==> config.mk <==
export PLATFORM = sky130hd
export DESIGN_NAME = alu_control
export DESIGN_NICKNAME = d
export VERILOG_FILES = /design/src/rtl/alu_ctl_pkg.sv /design/src/rtl/alu_funct_decode.sv /design/src/rtl/alu_control.sv
export SDC_FILE = /design/constraint.sdc
export NUM_CORES = 1
export LEC_CHECK = 0
export ABC_AREA = 0
export CAP_MARGIN = 10
export CORE_AREA = 2 2 39 41
export DETAILED_ROUTE_END_ITERATION = 7
export DIE_AREA = 0 0 41 43
export HOLD_SLACK_MARGIN = 0.03
export PLACE_DENSITY_LB_ADDON = 0.1
export SYNTH_ARGS = -nofsm -noshare
export SYNTH_HDL_FRONTEND = slang
export SYNTH_HIERARCHICAL = 1
export SYNTH_SLANG_ARGS = --single-unit
export TNS_END_PERCENT = 100
==> constraint.sdc <==
create_clock -name clk -period 1.1 [get_ports clk]
set_clock_uncertainty 0.05 [all_clocks]
set_input_delay 0.165 -clock clk [delete_from_list [all_inputs] [get_ports clk]]
set_output_delay 0.165 -clock clk [all_outputs]
set_load 0.01 [all_outputs]
==> src/rtl/alu_ctl_pkg.sv <==
// -----------------------------------------------------------------------------
// alu_ctl_pkg
//
// Shared definitions for the ALU control decoder and the ALU it drives.
//   - ALU_Ctl select encodings (as localparams and as the alu_ctl_e enum)
//   - ALU_op operation-class codes from the main control unit
//   - R-type funct field codes recognised by the decoder
//   - op_class_ctl(): fixed ALU_Ctl for the non-R-type operation classes
// -----------------------------------------------------------------------------
package alu_ctl_pkg;

    localparam int unsigned FUNC_WIDTH = 6;
    localparam int unsigned CTL_WIDTH  = 4;
    localparam int unsigned OP_WIDTH   = 2;

    // ALU operation select encodings
    localparam logic [CTL_WIDTH-1:0] ALU_CTL_AND  = 4'b0000;
    localparam logic [CTL_WIDTH-1:0] ALU_CTL_OR   = 4'b0001;
    localparam logic [CTL_WIDTH-1:0] ALU_CTL_ADD  = 4'b0010;
    localparam logic [CTL_WIDTH-1:0] ALU_CTL_XOR  = 4'b0011;
    localparam logic [CTL_WIDTH-1:0] ALU_CTL_SUB  = 4'b0110;
    localparam logic [CTL_WIDTH-1:0] ALU_CTL_SLT  = 4'b0111;
    localparam logic [CTL_WIDTH-1:0] ALU_CTL_SLTU = 4'b1111;
    localparam logic [CTL_WIDTH-1:0] ALU_CTL_SLL  = 4'b1000;
    localparam logic [CTL_WIDTH-1:0] ALU_CTL_SRL  = 4'b1001;
    localparam logic [CTL_WIDTH-1:0] ALU_CTL_SRA  = 4'b1010;
    localparam logic [CTL_WIDTH-1:0] ALU_CTL_NOR  = 4'b1100;

    typedef enum logic [CTL_WIDTH-1:0] {
        CTL_AND  = ALU_CTL_AND,
        CTL_OR   = ALU_CTL_OR,
        CTL_ADD  = ALU_CTL_ADD,
        CTL_XOR  = ALU_CTL_XOR,
        CTL_SUB  = ALU_CTL_SUB,
        CTL_SLT  = ALU_CTL_SLT,
        CTL_SLTU = ALU_CTL_SLTU,
        CTL_SLL  = ALU_CTL_SLL,
        CTL_SRL  = ALU_CTL_SRL,
        CTL_SRA  = ALU_CTL_SRA,
        CTL_NOR  = ALU_CTL_NOR
    } alu_ctl_e;

    // ALU_op operation classes
    localparam logic [OP_WIDTH-1:0] ALU_OP_RTYPE = 2'b00;
    localparam logic [OP_WIDTH-1:0] ALU_OP_ADD   = 2'b01;  // load/store address
    localparam logic [OP_WIDTH-1:0] ALU_OP_SUB   = 2'b10;  // branch compare
    localparam logic [OP_WIDTH-1:0] ALU_OP_OR    = 2'b11;  // ori/lui path

    // R-type funct codes
    localparam logic [FUNC_WIDTH-1:0] FUNCT_ADD  = 6'b100000;
    localparam logic [FUNC_WIDTH-1:0] FUNCT_ADDU = 6'b100001;
    localparam logic [FUNC_WIDTH-1:0] FUNCT_SUB  = 6'b100010;
    localparam logic [FUNC_WIDTH-1:0] FUNCT_SUBU = 6'b100011;
    localparam logic [FUNC_WIDTH-1:0] FUNCT_AND  = 6'b100100;
    localparam logic [FUNC_WIDTH-1:0] FUNCT_OR   = 6'b100101;
    localparam logic [FUNC_WIDTH-1:0] FUNCT_XOR  = 6'b100110;
    localparam logic [FUNC_WIDTH-1:0] FUNCT_NOR  = 6'b100111;
    localparam logic [FUNC_WIDTH-1:0] FUNCT_SLT  = 6'b101010;
    localparam logic [FUNC_WIDTH-1:0] FUNCT_SLTU = 6'b101011;
    localparam logic [FUNC_WIDTH-1:0] FUNCT_SLL  = 6'b000000;
    localparam logic [FUNC_WIDTH-1:0] FUNCT_SRL  = 6'b000010;
    localparam logic [FUNC_WIDTH-1:0] FUNCT_SRA  = 6'b000011;

    // Fixed select for the classes that ignore the funct field.
    // The R-type class is resolved by the funct decoder; its entry here
    // is the safe ADD default.
    function automatic alu_ctl_e op_class_ctl(input logic [OP_WIDTH-1:0] op);
        alu_ctl_e ctl;
        case (op)
            ALU_OP_ADD: ctl = CTL_ADD;
            ALU_OP_SUB: ctl = CTL_SUB;
            ALU_OP_OR:  ctl = CTL_OR;
            default:    ctl = CTL_ADD;
        endcase
        return ctl;
    endfunction

endpackage

==> src/rtl/alu_funct_decode.sv <==
// -----------------------------------------------------------------------------
// alu_funct_decode
//
// Pure combinational lookup of the R-type funct field.
// Ports:
//   funct  in  6  instruction funct field [5:0]
//   ctl    out 4  ALU select for that funct (ADD for unknown codes)
//   legal  out 1  high when funct is one of the recognised R-type codes
// -----------------------------------------------------------------------------
module alu_funct_decode
    import alu_ctl_pkg::*;
(
    input  logic [FUNC_WIDTH-1:0] funct,
    output logic [CTL_WIDTH-1:0]  ctl,
    output logic                  legal
);

    alu_ctl_e ctl_e;

    always_comb begin
        ctl_e = CTL_ADD;
        legal = 1'b1;
        case (funct)
            FUNCT_ADD,
            FUNCT_ADDU: ctl_e = CTL_ADD;
            FUNCT_SUB,
            FUNCT_SUBU: ctl_e = CTL_SUB;
            FUNCT_AND:  ctl_e = CTL_AND;
            FUNCT_OR:   ctl_e = CTL_OR;
            FUNCT_XOR:  ctl_e = CTL_XOR;
            FUNCT_NOR:  ctl_e = CTL_NOR;
            FUNCT_SLT:  ctl_e = CTL_SLT;
            FUNCT_SLTU: ctl_e = CTL_SLTU;
            FUNCT_SLL:  ctl_e = CTL_SLL;
            FUNCT_SRL:  ctl_e = CTL_SRL;
            FUNCT_SRA:  ctl_e = CTL_SRA;
            default: begin
                // Unknown funct falls back to a harmless ADD.
                ctl_e = CTL_ADD;
                legal = 1'b0;
            end
        endcase
    end

    assign ctl = ctl_e;

endmodule

==> src/rtl/alu_control.sv <==
// -----------------------------------------------------------------------------
// alu_control
//
// MIPS-style ALU control decoder: maps the main decoder's ALU_op class and
// the R-type funct field to the 4-bit ALU select, and keeps a sticky flag
// recording any illegal R-type funct seen since the last clear.
//
// Ports:
//   clk         in  1       system clock, rising edge
//   reset_n     in  1       asynchronous active-low reset
//   FuncCode    in  FUNC_W  instruction funct field
//   ALU_op      in  2       operation class (00 R-type, 01 ADD, 10 SUB, 11 OR)
//   err_clr     in  1       synchronous clear of err_sticky (wins over illegal)
//   ALU_Ctl     out CTL_W   ALU operation select
//   illegal     out 1       R-type class with an unrecognised funct
//   err_sticky  out 1       registered sticky copy of illegal
//
// Build option:
//   ALU_CTL_REG_EN  when defined, ALU_Ctl and illegal are registered (one
//                   cycle latency, reset to ADD / 0). err_sticky always
//                   samples the combinational illegal.
// -----------------------------------------------------------------------------
module alu_control
    import alu_ctl_pkg::*;
#(
    parameter int unsigned FUNC_W = 6,
    parameter int unsigned CTL_W  = 4
) (
    input  logic              clk,
    input  logic              reset_n,
    input  logic [FUNC_W-1:0] FuncCode,
    input  logic [1:0]        ALU_op,
    input  logic              err_clr,
    output logic [CTL_W-1:0]  ALU_Ctl,
    output logic              illegal,
    output logic              err_sticky
);

    // The encodings are fixed by the instruction set; reject other widths.
    if (FUNC_W != FUNC_WIDTH) begin : g_bad_func_w
        $error("alu_control: FUNC_W must be 6");
    end
    if (CTL_W != CTL_WIDTH) begin : g_bad_ctl_w
        $error("alu_control: CTL_W must be 4");
    end

    logic [CTL_W-1:0] dec_ctl;
    logic             dec_legal;
    logic [CTL_W-1:0] ctl_comb;
    logic             illegal_comb;

    alu_funct_decode u_funct_decode (
        .funct (FuncCode),
        .ctl   (dec_ctl),
        .legal (dec_legal)
    );

    // Operation-class mux; only the R-type class can flag illegal.
    always_comb begin
        ctl_comb     = CTL_ADD;
        illegal_comb = 1'b0;
        if (ALU_op == ALU_OP_RTYPE) begin
            ctl_comb     = dec_ctl;
            illegal_comb = ~dec_legal;
        end else begin
            ctl_comb     = op_class_ctl(ALU_op);
        end
    end

    // Sticky error flag: clear has priority over a new illegal.
    always_ff @(posedge clk or negedge reset_n) begin
        if (!reset_n) begin
            err_sticky <= 1'b0;
        end else if (err_clr) begin
            err_sticky <= 1'b0;
        end else if (illegal_comb) begin
            err_sticky <= 1'b1;
        end
    end

`ifdef ALU_CTL_REG_EN
    always_ff @(posedge clk or negedge reset_n) begin
        if (!reset_n) begin
            ALU_Ctl <= CTL_ADD;
            illegal <= 1'b0;
        end else begin
            ALU_Ctl <= ctl_comb;
            illegal <= illegal_comb;
        end
    end
`else
    assign ALU_Ctl = ctl_comb;
    assign illegal = illegal_comb;
`endif

endmodule

==> results.md, run 1 <==
* Gr usage total at 0.103
* Critical path buffer and inverter count at 3
* Initial drt markers at 0
* Die width at around 41 um
* Ratio of cells with drive above 1 in the final layout at 0.590
* Post-synth top area share at 0.117
* Worst Path Required at approximately 0.88 ns
* Max cap viols at 0
* Clock latency on the worst-skew pair at 0 ns
* Worst Setup End Kind: output pin
* Register area share after synthesis at 0.0870
* Gr ovfl total at 0
* Top cells by area, synth: buf_6, dfrtp_1, nor3_1
* Global-route wire length before repair at around 1400 um
* RR Endpoint: err_sticky$_DFFE_PN0P_
* Pwr per Cell Area at roughly 410 nW/um^2
* Largest regs: err_sticky (1)
* Largest Register: err_sticky
* Largest delay share family, worst path: compound AO/OA/AOI/OAI gates
* Worst setup SP type: primary input
* Drt pass-1 iters at 1
* Largest net degree at the start of global routing at 8
* Worst-margin pin slew at 0.293 ns
* Period utilization at 1.34
* Vias after detailed routing at 370
* Total I/O pin count at 17
* R2R depth at 1
* Std cell rows at 14
* Fin worst setup slack at -0.370 ns
* Initial antenna violation count at 0
* FF+latch area at about 25 sq um
* Fin. max-slew vios at 0
* Crit path kind: primary input to output pin
* Layout fillers at between 100 and 150
* GPL Wtd Cong at 0.648
* Cell taking the most area after synthesis: buf_6
* Pre-CTS setup slack at -1.21 ns
* Number of global-route vias before repair at between 300 and 400
* Die ar. at between 1500 and 2000 sq um
* Avg Inst Size Synth at roughly 8 sq um
* Final Hold Violating Endpoints at 0
* DRT antenna net count at 0
* Cell count after synthesis at 37
* Yosys reg bits at 1
* Die height at roughly 43 um
* Filler-free cell count of the finished design at between 70 and 80
* Final wirelength at 872 um
* DRC violations left at 0
* RSZ-0062 raised after global routing: yes
* Cells after DPL at 77
* Slew HR at 0.805
* Core Box Area at 1380 sq um
* Synth Cell Area at 288 sq um
* Area grow syn2layout at 97.0%
* Setup-failing EPs final at 6
* Top_reg_cell synth: dfrtp_1
* EDFF count, synth at 0
* Worst R2R Start: err_sticky$_DFFE_PN0P_
* NumNets Final at 74
* Dpl hpwl at approximately 680 um
* Diodes inserted at 0
* Critical path peak fanout at 6
* Fmax achieved at between 0.6 and 0.7 GHz
* I/O Buffers at 16
* CP arrival at between 1 and 1.5 ns
* Yosys cell types at 27
* Critical path's slowest cell: a21o_2
* Drt via density at between 4 and 5
* Syn_nets at 48
* Worst hold path type: primary input to asynchronous set/reset pin
* Status: finished with violations
* Reg clk slew, reported paths at 0 ns
* VDD IR-drop max at 0.240 mV
* Post-synth ARST share at 1.00
* Initial core utilization at 0.208
* Reg2Reg Setup Slack at 0.40 ns
* Area of the multi-input gates at 272 sq um
* CP dominant cell by count: buf_6
* Leak Pwr at 0.260 nW
* Failing checks: negative setup slack
* Worst path max stage delay at roughly 0.2 ns
* Synth warn at 6
* Routed WL per cell at between 10 and 15 um
* CP Cell Sequence: buf_12, buf_6, xnor2_2, a32oi_1, o41ai_2, nor3b_2, a21o_2, buf_6
* Hold Buf Count CTS at 0
* Minimum clock period after layout at roughly 1.5 ns
* Max reg flops at 1
[stage by stage]
stage                     utilization  setup TNS, ns  hold slack, ns  power (mW)  cell area, sq um
final                           0.410          -1.49           0.265       0.234               567
after global routing            0.410          -1.98           0.272       0.251               567
after CTS                       0.383          -1.59           0.266       0.222               531
after detailed placement        0.377          -6.43           0.268       0.219               522
after global placement          0.377          -6.30           0.264       0.216               522
after floorplan                     -         -0.298          -0.181       0.118               293
[layer usage]
layer	wire, um	GRT usage	up-vias
met5	0	0	-
met3	75	0	0
li1	-	-	187
met2	449	0.197	14
met4	0	0	0
met1	347	0.127	169
[layout by cell type (no fill, tap or decap), drive strengths merged]
cell | Yosys | routed
a21o | 1 | 1
nor2b | 1 | 1
xnor2 | 1 | 1
a31oi | 2 | 2
and3b | 1 | 1
buf | 3 | 22
nor4b | 1 | 1
dlygate4sd2 | 0 | 2
o21a | 1 | 1
nand2b | 2 | 2
or3 | 1 | 1
clkdlybuf4s50 | 0 | 3
inv | 2 | 2
a221oi | 1 | 1
xor2 | 1 | 1
nor2 | 2 | 2
a32oi | 1 | 1
o21ai | 1 | 1
o41ai | 1 | 1
nand2 | 2 | 2
a21boi | 1 | 1
nor3b | 2 | 2
a21oi | 1 | 1
nor3 | 6 | 6
dfrtp | 1 | 1
o21ba | 1 | 1
[repair_timing]
| item | CTS | global route |
|---|---|---|
| setup endpoints to repair | 6 | 6 |
| pin swaps | 10 | 10 |
| setup buffers | 0 | 0 |
| resized for setup | 63 | 8 |
[synthesized netlist by cell type, types with 2 or more instances]
cell / n
nor3_1: 5
buf_6: 3
a31oi_1: 2
nand2_1: 2
nor2_1: 2
nor3b_1: 2
[cell families (layout without fill, tap and decap cells)]
family / count (synthesis) / in the layout / share of synthesized area
flip-flops: 1 / 1 / 0.0869
buffers and inverters: 5 / 29 / 0.143
AND/OR/NAND/NOR: 18 / 18 / 0.400
AO/OA/AOI/OAI: 11 / 11 / 0.309
XOR/XNOR: 2 / 2 / 0.0609
[worst max-delay path by stage]
| stage | startpoint | endpoint | slack, ns | cells past startpoint |
|---|---|---|---|---|
| after floorplan | FuncCode[5] | ALU_Ctl[0] | -0.12 | 6 |
| after global placement | FuncCode[3] | ALU_Ctl[0] | -1.19 | 6 |
| after detailed placement | FuncCode[3] | ALU_Ctl[0] | -1.21 | 6 |
| after CTS | FuncCode[5] | ALU_Ctl[0] | -0.40 | 8 |
| after global routing | FuncCode[5] | ALU_Ctl[0] | -0.42 | 8 |
| final | FuncCode[5] | ALU_Ctl[0] | -0.37 | 8 |
[final cells by class]
class                   count  area share
repair buffers             27       0.428
well taps                  16      0.0353
flip-flops and latches      1      0.0442
inverters                   2      0.0132
multi-input cells          31       0.479
[where the power goes]
| part | switching [mW] | internal, mW |
|---|---|---|
| logic | 0.0806 | 0.112 |
| registers | 0.00116 | 0.0399 |
| clock network | 0 | 0 |
| total | 0.0818 | 0.152 |
(Power assumes the default switching activity.)
==> inputs of run 2 (changes only) <==
--- a/config.mk
+++ b/config.mk
@@ -11,7 +11,6 @@
 export DETAILED_ROUTE_END_ITERATION = 7
 export DIE_AREA = 0 0 41 43
 export HOLD_SLACK_MARGIN = 0.03
-export PLACE_DENSITY_LB_ADDON = 0.1
 export SYNTH_ARGS = -nofsm -noshare
 export SYNTH_HDL_FRONTEND = slang
 export SYNTH_HIERARCHICAL = 1
==> results.md, run 2 (synthesis results as in run 1) <==
* Status: finished with violations
* Failing checks: negative setup slack
* Total I/O pin count at 17 (unchanged)
* CP arrival at 1.31 ns (+0.06 ns)
* Worst-margin pin slew at 0.300 ns (+0.00755 ns)
* DRT antenna net count at 0 (unchanged)
* Gr usage total at 0.112 (+0.00901)
* Ratio of cells with drive above 1 in the final layout at 0.563 (-0.0277)
* Pre-CTS setup slack at -1.19 ns (+0.0141 ns)
* Final wirelength at 873 um (+0.11%)
* Die height at 43 um (unchanged)
* Largest Register: err_sticky
* Most common cell after layout, fill and taps aside: buf_6
* Fmax achieved at 0.656 GHz (-3.6%)
* Fin. max-slew vios at 0 (unchanged)
* Worst setup SP type: primary input
* Filler-free cell count of the finished design at 80 (+3.9%)
* Critical path peak fanout at 4 (-2)
* Cells after DPL at 76 (-1.3%)
* Slew HR at 0.800 (-0.00503)
* Max reg flops at 1 (unchanged)
* Dpl hpwl at 629 um (-7.8%)
* R2R depth at 1 (unchanged)
* DRC violations left at 0 (unchanged)
* Worst Path Required at 0.88 ns (about the same)
* Minimum clock period after layout at 1.52 ns (+0.0544 ns)
* Initial drt markers at 2 (+2)
* RR Endpoint: err_sticky$_DFFE_PN0P_
* Total Power at 0.235 mW (+0.66%)
* Core Box Area at 1380 sq um (unchanged)
* Hold Buf Count CTS at 0 (unchanged)
* Diodes inserted at 0 (unchanged)
* Final Hold Violating Endpoints at 0 (unchanged)
* Global-route wire length before repair at 1520 um (+10%)
* Area grow syn2layout at 100%
* Setup TNS at -1.71 ns (-0.212 ns)
* Gr ovfl total at 0 (unchanged)
* Largest net degree at the start of global routing at 9 (+1)
* Std cell rows at 14 (unchanged)
* Largest regs: err_sticky (1)
* Setup-failing EPs final at 6 (unchanged)
* Worst hold path type: primary input to asynchronous set/reset pin
* GPL Wtd Cong at 0.796 (+23%)
* I/O Buffers at 16 (unchanged)
* Worst R2R Start: err_sticky$_DFFE_PN0P_
* Crit path kind: primary input to output pin
* Die width at 41 um (unchanged)
* Most frequent cells in the layout: buf_6, buf_4, buf_2
* Drt pass-1 iters at 4 (+3)
* NumNets Final at 77 (+4.1%)
* Period utilization at 1.39 (+0.0494)
* Fin worst setup slack at -0.424 ns (-0.0544 ns)
* Die ar. at 1760 sq um (unchanged)
* Vias after detailed routing at 377 (+1.9%)
* Reg2Reg Setup Slack at 0.41 ns (about the same)
* Number of global-route vias before repair at 375 (+7.1%)
* Fin area at 576 sq um (+1.5%)
* Pwr per Cell Area at 409 nW/um^2 (-0.87%)
* Initial antenna violation count at 0 (unchanged)
* RSZ-0062 raised after global routing: yes
* VDD IR-drop max at 0.181 mV (-25%)
* Reg clk slew, reported paths at 0 ns (unchanged)
* Worst Setup End Kind: output pin
* Routed WL per cell at 10.9 um (-3.6%)
* Clock latency on the worst-skew pair at 0 ns (unchanged)
* Drt via density at 4.71 (-1.9%)
* Leak Pwr at 0.277 nW (+6.8%)
* Cell Area, Placed at 514 sq um (-1.4%)
* Initial core utilization at 0.208 (unchanged)
* Max cap viols at 0 (unchanged)
-- run 2: cell types whose count changed in the layout (fill, tap and decap cells not counted), sizes merged --
cell	previous run	this run
buf	22	23
clkbuf	0	1
clkdlybuf4s15	0	1
clkdlybuf4s50	3	2
dlymetal6s2s	0	1
-- run 2: layout make-up --
type | instances | area, sq um
fillers | 151 | 808
repair buffers | 30 | 265
multi-input cells | 31 | 255
flip-flops and latches | 1 | 25.0
well taps | 16 | 20.0
inverters | 2 | 10.0
-- run 2: per-layer routing --
layer	part of all wire	global-route usage	vias to the layer above
met5	0	0	-
met1	0.46	0.153	177
met4	0	0.00667	0
met3	0.022	0	0
met2	0.52	0.197	3
li1	-	-	197
-- run 2: power by group --
group          leakage [nW]  total (mW)  internal [mW]  switching [mW]
logic                 0.264       0.195          0.112          0.0825
registers            0.0133      0.0409         0.0399        0.000997
clock network             0           0              0               0
total                 0.277       0.235          0.152          0.0834
-- run 2: worst max-delay path: stages --
cell	delay (ns)
buf_6	0.10
buf_6	0.11
buf_6	0.11
xnor2_1	0.11
a32oi_1	0.16
o41ai_1	0.10
nor3b_2	0.15
a21o_2	0.20
buf_6	0.11
-- run 2: how the worst max path moves through the flow --
stage	from	end	cells after the start
after global placement	FuncCode[5]	ALU_Ctl[0]	7
after floorplan	FuncCode[5]	ALU_Ctl[0]	6
final	FuncCode[2]	ALU_Ctl[0]	9
after detailed placement	FuncCode[5]	ALU_Ctl[0]	7
after global routing	FuncCode[2]	ALU_Ctl[0]	9
after CTS	FuncCode[2]	ALU_Ctl[1]	8
-- run 2: what timing repair did --
item,4_1_cts,5_1_grt
pin swaps,13,12
setup buffers,5,0
gates cloned,0,0
resized for setup,61,5
endpoints found under the hold margin,0,0
endpoints found under the setup margin,6,7
-- run 2: metrics by stage --
stage | utilization | hold WS, ns
detailed placement | 0.372 | 0.269
floorplan | - | -0.181
global route | 0.416 | 0.275
global placement | 0.372 | 0.268
CTS | 0.420 | 0.272
finish | 0.416 | 0.270
==> inputs of run 3 (changes only) <==
--- a/config.mk
+++ b/config.mk
@@ -8,6 +8,7 @@
 export ABC_AREA = 0
 export CAP_MARGIN = 10
 export CORE_AREA = 2 2 39 41
+export CTS_CLUSTER_DIAMETER = 80
 export DETAILED_ROUTE_END_ITERATION = 7
 export DIE_AREA = 0 0 41 43
 export HOLD_SLACK_MARGIN = 0.03
==> results of run 3 <==
Same layout as run 2: the final DEF is identical, and so are final timing and power.
